## config.mk

```make
export PLATFORM = sky130hd
export DESIGN_NAME = sa_input_skewer
export DESIGN_NICKNAME = d
export VERILOG_FILES = /design/src/rtl/sa_input_skewer.sv
export SDC_FILE = /design/constraint.sdc
export NUM_CORES = 1
export LEC_CHECK = 0
export ABC_AREA = 1
export BUFFER_PORTS_ARGS = -buffer_cell sky130_fd_sc_hd__buf_2
export CAP_MARGIN = 25
export CORE_ASPECT_RATIO = 1.25
export CORE_MARGIN = 10
export CORE_UTILIZATION = 35
export CTS_BUF_LIST = sky130_fd_sc_hd__clkbuf_16
export DETAILED_ROUTE_END_ITERATION = 8
export PLACE_DENSITY_LB_ADDON = 0.08
export SYNTH_ARGS = -nofsm -noshare
export SYNTH_HDL_FRONTEND = slang
export SYNTH_SLANG_ARGS = --single-unit
```

## constraint.sdc

```tcl
create_clock -name clk -period 2.2 [get_ports clk]
set_clock_uncertainty 0.1 [all_clocks]
set_input_delay 0.22 -clock clk [delete_from_list [all_inputs] [get_ports clk]]
set_output_delay 0.22 -clock clk [all_outputs]
set_load 0.02 [all_outputs]
```

## src/rtl/sa_input_skewer.sv

```systemverilog
// Feeder between the input FIFO and the systolic array: latches weight words, then diagonally skews input vectors.
// Optional FEEDER_STALL_CNT_EN adds stall_cnt_o, a saturating count of STREAM cycles with no valid input.

module sa_skew_lane #(
    parameter int DATA_W = 8,
    parameter int DEPTH  = 1
) (
    input  logic              clk,
    input  logic              rst,
    input  logic              adv,
    input  logic [DATA_W-1:0] din,
    output logic [DATA_W-1:0] dout
);
    logic [DEPTH-1:0][DATA_W-1:0] chain_q;

    always_ff @(posedge clk) begin
        if (rst) begin
            chain_q <= '0;
        end else if (adv) begin
            chain_q[0] <= din;
            for (int i = 1; i < DEPTH; i++) chain_q[i] <= chain_q[i-1];
        end
    end

    assign dout = chain_q[DEPTH-1];
endmodule

module sa_input_skewer #(
    parameter int ARRAY_SIZE = 3,
    parameter int DATA_W     = 8,
    parameter int W_WORDS    = 3,
    parameter int N_VECS     = 6
) (
    input  logic                         clk,
    input  logic                         rst,
    input  logic                         start,
    input  logic                         s_valid,
    output logic                         s_ready,
    input  logic [31:0]                  s_data,
    output logic [W_WORDS*32-1:0]        w_o,
    output logic                         w_valid,
    output logic                         en_o,
    output logic [ARRAY_SIZE*DATA_W-1:0] in_o,
    output logic                         done_o,
    output logic                         busy_o
`ifdef FEEDER_STALL_CNT_EN
    ,
    output logic [15:0]                  stall_cnt_o
`endif
);
    localparam int LW  = ARRAY_SIZE * DATA_W;
    localparam int WCW = $clog2(W_WORDS + 1);
    localparam int VCW = $clog2(N_VECS + 1);
    localparam int FCW = $clog2(2 * ARRAY_SIZE);

    typedef enum logic [2:0] {IDLE, LOAD_W, STREAM, FLUSH, DONE} state_t;

    state_t                      state_q, state_d;
    logic [WCW-1:0]              wcnt_q, wcnt_d;
    logic [VCW-1:0]              vcnt_q, vcnt_d;
    logic [FCW-1:0]              fcnt_q, fcnt_d;
    logic [W_WORDS-1:0][31:0]    w_q, w_d;
    logic                        wv_q, wv_d;
    logic                        en_q, done_q;
    logic                        accept, adv;
    logic [LW-1:0]               feed;

    assign s_ready = (state_q == LOAD_W) || (state_q == STREAM);
    assign accept  = s_valid & s_ready;

    always_comb begin
        state_d = state_q;
        wcnt_d  = wcnt_q;
        vcnt_d  = vcnt_q;
        fcnt_d  = fcnt_q;
        w_d     = w_q;
        wv_d    = wv_q;
        adv     = 1'b0;
        feed    = '0;
        case (state_q)
            IDLE: begin
                if (start) begin
                    state_d = LOAD_W;
                    wcnt_d  = '0;
                    vcnt_d  = '0;
                    fcnt_d  = '0;
                    w_d     = '0;
                    wv_d    = 1'b0;
                end
            end
            LOAD_W: begin
                if (accept) begin
                    for (int i = 0; i < W_WORDS; i++)
                        if (wcnt_q == WCW'(i)) w_d[i] = s_data;
                    wcnt_d = wcnt_q + WCW'(1);
                    if (wcnt_q == WCW'(W_WORDS - 1)) begin
                        wv_d    = 1'b1;
                        state_d = STREAM;
                    end
                end
            end
            STREAM: begin
                if (accept) begin
                    adv    = 1'b1;
                    feed   = s_data[LW-1:0];
                    vcnt_d = vcnt_q + VCW'(1);
                    if (vcnt_q == VCW'(N_VECS - 1)) state_d = FLUSH;
                end
            end
            FLUSH: begin
                // zeros push the last vector through the skew and the array itself
                adv    = 1'b1;
                fcnt_d = fcnt_q + FCW'(1);
                if (fcnt_q == FCW'(2 * ARRAY_SIZE - 2)) state_d = DONE;
            end
            DONE:    state_d = IDLE;
            default: state_d = IDLE;
        endcase
    end

    always_ff @(posedge clk) begin
        if (rst) begin
            state_q <= IDLE;
            wcnt_q  <= '0;
            vcnt_q  <= '0;
            fcnt_q  <= '0;
            w_q     <= '0;
            wv_q    <= 1'b0;
            en_q    <= 1'b0;
            done_q  <= 1'b0;
        end else begin
            state_q <= state_d;
            wcnt_q  <= wcnt_d;
            vcnt_q  <= vcnt_d;
            fcnt_q  <= fcnt_d;
            w_q     <= w_d;
            wv_q    <= wv_d;
            en_q    <= adv;
            // registered so the pulse lands after the final enable has been seen
            done_q  <= (state_q == DONE);
        end
    end

    for (genvar k = 0; k < ARRAY_SIZE; k++) begin : g_lane
        sa_skew_lane #(
            .DATA_W (DATA_W),
            .DEPTH  (k + 1)
        ) u_lane (
            .clk  (clk),
            .rst  (rst),
            .adv  (adv),
            .din  (feed[k*DATA_W +: DATA_W]),
            .dout (in_o[k*DATA_W +: DATA_W])
        );
    end

    if (LW < 32) begin : g_unused
        logic unused_hi;
        assign unused_hi = ^s_data[31:LW];
    end

    assign w_o     = w_q;
    assign w_valid = wv_q;
    assign en_o    = en_q;
    assign done_o  = done_q;
    assign busy_o  = (state_q != IDLE);

`ifdef FEEDER_STALL_CNT_EN
    logic [15:0] stall_q;

    always_ff @(posedge clk) begin
        if (rst)
            stall_q <= '0;
        else if (state_q == IDLE && start)
            stall_q <= '0;
        else if (state_q == STREAM && !s_valid && stall_q != 16'hFFFF)
            stall_q <= stall_q + 16'd1;
    end

    assign stall_cnt_o = stall_q;
`endif
endmodule
```

==> flow_metrics.py, run 1 <==
metrics = {
    "clocking": {
        "cts_tree": "done",
        "cts_num_sinks": 158,
        "clk_path_buf_depth": 2,
        "postCtsSetupBuffers": 0,
        "path_clk_slew_ns": 0.07,
        "root_buffer": "clkbuf_16",
        "htreeDepth": 4,
        "cts_buffers": 17,
        "insertion_delay_ns": 0.42,
    },
    "place": {
        "dpl.hpwl_um": 13300,
        "dp.cells": 1157,
        "port_buffers": 160,
        "gp_congestion": 0.837,
    },
    "power": {
        "ir_worst_vdd_uv": 846,
        "p_total_mw": 13.9,
        "p_leak_nw": 3.79,
        "power.density_nw_per_um2": 1790,
    },
    "logic_synthesis": {
        "synth_top_family_by_area": "simple AND/OR/NAND/NOR gates",
        "synth-seq-cells": 158,
        "muxShareOfSynthArea_pct": 0,
        "synth_area_um2": 6090,
        "syn_avg_cell_area_um2": 7.37,
        "synth-adder-area-share_pct": 1.44,
        "synth_xor_xnor_area_share_pct": 0.144,
        "synth_compound_area_share_pct": 10.6,
        "netlist_instances": 826,
        "ys_seq_area_share_pct": 52.0,
        "synthSimpleGateAreaFrac_pct": 27.9,
        "synth_warnings": 0,
        "synthesis.nets": 869,
        "ys_types": 30,
    },
    "sta": {
        "setup_viol": 0,
        "rsz0062_at_grt": "false",
        "final_hold_viol_count": 0,
        "slew_violations": 0,
        "clock.fmax_mhz": 508,
        "hold_ws_ns": 0.0580,
        "slew-limit-headroom_pct": 69.8,
        "tns_ns": 0,
        "fin_crit_sh_pct": 89.5,
        "fin_crit_ns": 1.97,
        "worstMarginPinSlew_ns": 0.452,
    },
    "finish": {
        "fillers": 1810,
        "drive_above_1_share_pct": 22.3,
        "syn2layout_area_growth_pct": 28.0,
        "layout.nets": 1023,
        "final_cell_count_no_fill": 1213,
        "diodes": 0,
        "multi_input_area_um2": 2450,
        "final_common_cell": "nor2_1",
        "seqCellArea_um2": 3160,
        "final_cell_mix": "244 x nor2_1, 168 x nand2_1, 160 x buf_2",
    },
    "global_routing": {
        "track_usage_pct": 16.6,
        "antenna_found_initial": 0,
        "grt_start_max_net_pins": 76,
        "grt_pass1_vias": 5564,
        "grt_pass1_wl_um": 30200,
        "grt-ovfl-total": 0,
    },
    "setup_path": {
        "required_ns": 2.42,
        "endpoint_kind": "flip-flop",
        "start_kind": "flip-flop",
        "crit_fanout": 40,
        "critPathArrivalTime_ns": 2.19,
        "path_class": "reg2reg",
    },
    "min_path": {
        "min_path_type": "in2reg",
    },
    "routing": {
        "drt_iter0_markers": 381,
        "viasPerCell": 4.58,
        "vias": 5554,
        "wirelength_um": 19000,
        "wire_per_inst_um": 15.6,
        "drc_errors": 0,
        "drtPass1Iterations": 5,
        "antenna_left": 0,
    },
    "flow_run": {
        "drv_cap": 0,
    },
    "floorplan": {
        "ios": 161,
        "die_area_um2": 23100,
        "rows": 53,
        "die_height_um": 167,
        "design.core.area_um2": 17000,
        "die_w_um": 138,
        "initial_core_util_pct": 35.8,
    },
    "outcome": {
        "status": "finished, final reports clean",
    },
}
-- area by class of cell --
type | count | area share [%]
multi-input cells | 568 | 31.5
clock inverters | 15 | 1.75
flip-flops and latches | 158 | 40.6
repair buffers | 198 | 15.4
clock buffers | 17 | 5.46
inverters | 37 | 1.80
well taps | 220 | 3.53
-- metrics by stage --
stage / util [%] / area, um^2 / setup slack (ns)
after detailed placement: 41.2 / 6990 / 0.251
after global placement: 41.2 / 6990 / 0.277
final: 45.9 / 7790 / 0.231
after floorplan: - / 6090 / 0.592
after global routing: 45.9 / 7790 / 0.0429
after CTS: 45.9 / 7790 / 0.245
-- power by group --
part / switching (mW) / leakage, nW / internal [mW]
logic: 4.56 / 2.22 / 2.06
clock network: 1.26 / 0.270 / 1.57
registers: 0.568 / 1.30 / 3.90
total: 6.39 / 3.79 / 7.54
-- worst paths after layout --
kind	startpoint	to	slack [ns]	depth (start not counted)
max	state_q[1]	w_o[57]	0.23	8
min	s_data[31]	w_o[63]	0.06	5
max reg2reg	state_q[1]	w_o[57]	0.23	8
min reg2reg	g_lane[0].u_lane.dout[4]	g_lane[0].u_lane.dout[4]	0.36	2
-- synth_stat cells (all sizes together) --
library cell	instances	share of area, %
nor2	249	16
nand2	169	10
dfxtp	158	52
o21ai	91	7.7
buf	41	4.3
inv	35	2.2
a21oi	30	2.5
clkbuf	22	1.4
nand3	11	1.2
ha	7	1.4
nor3	3	0.25
clkinv	2	0.14
nor4	2	0.21
o21bai	2	0.25
a211oi	1	0.12
and3	1	0.10
o22ai	1	0.10
xor2	1	0.14
-- cells by family after synthesis --
group,Yosys count
adders and majority gates,7
AOI/OAI and AO/OA,125
and+or+nand+nor,435
DFF,158
buffers and inverters,100
xor gates and xnor gates,1
-- timing repair --
item	4_1_cts	5_1_grt
resized for setup	0	0
hold endpoints to repair	24	0
hold buffers	24	0
-- per-layer routing --
metal / up-vias / global-route usage, % / part of all wire (%) / wire length, um
met1: 2521 / 20.0 / 44 / 8290
li1: 2870 / - / - / -
met5: - / 0 / 0 / 0
met3: 22 / 4.91 / 7.0 / 1340
met2: 141 / 27.1 / 48 / 9050
met4: 0 / 6.00 / 1.5 / 293
-- flip-flops by register name, summed over array words and instances, names as in the netlist --
| register | count |
|---|---|
| w_o | 96 |
| g_lane.u_lane.dout | 24 |
| g_lane.u_lane.chain_q | 24 |
| fcnt_q | 3 |
| state_q | 3 |
| vcnt_q | 3 |
| wcnt_q | 2 |
| done_o | 1 |
| en_o | 1 |
| w_valid | 1 |
-- critical path, cell delays in order, from the launching register on --
cell and delay (ns):
dfxtp_1 0.47, clkinv_2 0.17, nand3_4 0.21, o21ai_4 0.15, nor2_4 0.32, buf_12 0.25, nand2_1 0.07, nand2_1 0.06
nor2_1 0.04
Note: power is estimated with default switching activity, not from simulation.
==> run 2: changes to the inputs <==
GPL_TIMING_DRIVEN = 0   (was not set)
SETUP_SLACK_MARGIN = 0.5   (was not set)
==> flow_metrics.py, run 2 (synthesized netlist as in run 1, its figures left out) <==
metrics = {
    "outcome": {
        "status": "finished, final reports clean",
    },
    "sta": {
        "tns_ns": 0,
        "slew-limit-headroom_pct": 47.9,
        "slew_violations": 0,
        "rsz0062_at_grt": "true",
        "final_hold_viol_count": 0,
        "fin_crit_ns": 1.73,
        "clock.fmax_mhz": 579,
        "worstMarginPinSlew_ns": 0.781,
        "setup_viol": 0,
        "fin_crit_sh_pct": 78.6,
    },
    "global_routing": {
        "grtUsageMet2_pct": 30.7,
        "use_met3_pct": 4.73,
        "antenna_found_initial": 1,
        "use_met1_pct": 21.9,
        "grt.busiest_layer": "met2",
        "grt_start_max_net_pins": 17,
        "grt_pass1_vias": 6029,
        "grt-ovfl-total": 0,
        "grt_pass1_wl_um": 33100,
        "track_usage_pct": 18.5,
    },
    "routing": {
        "viasPerCell": 4.62,
        "drc_errors": 0,
        "vias": 5940,
        "drt_iter0_markers": 286,
        "wirelength_um": 21400,
        "antenna_left": 0,
        "wire_per_inst_um": 16.6,
        "drtPass1Iterations": 5,
    },
    "finish": {
        "seqCellArea_um2": 3170,
        "final_util_pct": 50.8,
        "drive_above_1_share_pct": 30.6,
        "fillers": 1772,
        "syn2layout_area_growth_pct": 41.6,
        "largest_reg_flops": 96,
        "layout.nets": 1100,
        "final_cell_mix": "235 x nor2_1, 163 x buf_2, 154 x dfxtp_1",
        "final_cell_count_no_fill": 1287,
        "final_common_cell": "nor2_1",
        "stdcell_area_um2": 8620,
        "multi_input_area_um2": 2620,
    },
    "place": {
        "postPlaceCellArea_um2": 7160,
        "port_buffers": 160,
        "dpl.hpwl_um": 15300,
        "gp_congestion": 0.846,
        "dp.cells": 1206,
    },
    "floorplan": {
        "die_height_um": 167,
        "die_area_um2": 23100,
        "design.core.area_um2": 17000,
        "initial_core_util_pct": 35.8,
        "ios": 161,
        "rows": 53,
        "die_w_um": 138,
    },
    "min_path": {
        "whs_path_depth": 3,
        "hold_path_end": "g_lane[2].u_lane.chain_q[7]",
        "hp-start": "s_data[23]",
        "min_path_type": "in2reg",
    },
    "setup_path": {
        "reg2reg_to": "w_o[5]",
        "path_class": "reg2out",
        "required_ns": 1.88,
        "critPathArrivalTime_ns": 1.41,
        "worstRegToRegCells": 11,
        "crit_fanout": 6,
        "r2r_setup_slack_ns": 0.50,
        "r2r_start": "state_q[1]",
        "endpoint_kind": "output port",
        "start_kind": "flip-flop",
    },
    "clocking": {
        "root_buffer": "clkbuf_16",
        "cts_tree": "done",
        "cts_num_sinks": 158,
        "path_clk_slew_ns": 0.06,
        "insertion_delay_ns": 0.43,
        "htreeDepth": 4,
        "clk_path_buf_depth": 2,
        "cts_buffers": 17,
    },
    "power": {
        "p_sw_share_pct": 43.8,
        "p_seq_share_pct": 27.6,
        "ir_worst_vdd_uv": 905,
        "p_total_mw": 16.2,
        "comb_power_share_pct": 54.7,
        "switchingPower_mw": 7.10,
        "clkPwrFrac_pct": 17.7,
        "p_leak_nw": 4.19,
        "p_int_mw": 9.13,
        "power.density_nw_per_um2": 1880,
    },
    "flow_run": {
        "drv_cap": 0,
    },
}
run 2: cell types whose count changed in the layout (fill, tap and decap cells not counted), sizes merged:
| cell | before | now |
|---|---|---|
| inv | 40 | 37 |
| dlygate4sd3 | 24 | 23 |
| buf | 174 | 229 |
| bufinv | 1 | 3 |
| diode | 0 | 1 |
| clkinv | 9 | 5 |
| clkinvlp | 2 | 3 |
| clkbuf | 17 | 40 |
run 2: critical path: stages (launching register included):
cell and delay (ns):
dfxtp_2 0.32, buf_6 0.13, inv_8 0.06, nand3_4 0.13, buf_8 0.17, nand2_4 0.06, buf_6 0.11
run 2: worst max-delay path by stage:
stage / end / startpoint / depth (start not counted)
3_3_place_gp: w_o[0] / state_q[1] / 9
5_1_grt: s_ready / state_q[1] / 6
3_5_place_dp: w_o[93] / state_q[1] / 9
6_report: s_ready / state_q[1] / 6
2_1_floorplan: w_o[64] / state_q[1] / 9
4_1_cts: s_ready / state_q[1] / 6
run 2: per-layer routing:
layer | wire length, um | share of wire, %
met2 | 10400 | 49
met3 | 1240 | 5.8
met4 | 486 | 2.3
met1 | 9260 | 43
met5 | 0 | 0
run 2: final cells by class:
cell class              count  share of cell area, %
plain buffers              63                   5.65
multi-input cells         568                   30.4
diodes                      1                 0.0290
clock inverters            11                   1.51
well taps                 220                   3.19
flip-flops and latches    158                   36.8
inverters                  37                   1.86
repair buffers            212                   15.6
clock buffers              17                   4.94
run 2: per-stage QoR:
stage,hold slack [ns],setup WS [ns]
6_report,0.0143,0.472
5_1_grt,0.0245,0.414
4_1_cts,0.000202,0.467
3_5_place_dp,0.350,0.0419
3_3_place_gp,0.345,0.0362
2_1_floorplan,0.268,0.592
run 2: power by group through the flow:
stage          clock (mW)  combinational [mW]  sequential, mW
2_1_floorplan           0                3.71            5.39
3_3_place_gp            0                7.04            4.46
3_5_place_dp            0                7.04            4.47
4_1_cts              2.92                7.93            4.44
5_1_grt              3.04                9.79            4.62
6_report             2.87                8.87            4.48
run 2: what timing repair did:
item                                    4_1_cts  5_1_grt
endpoints found under the setup margin      147      142
resized for setup                            60      110
setup buffers                                17        9
pin swaps                                     4       12
hold buffers                                 22        1
gates cloned                                  0        3
hold endpoints to repair                     22        1
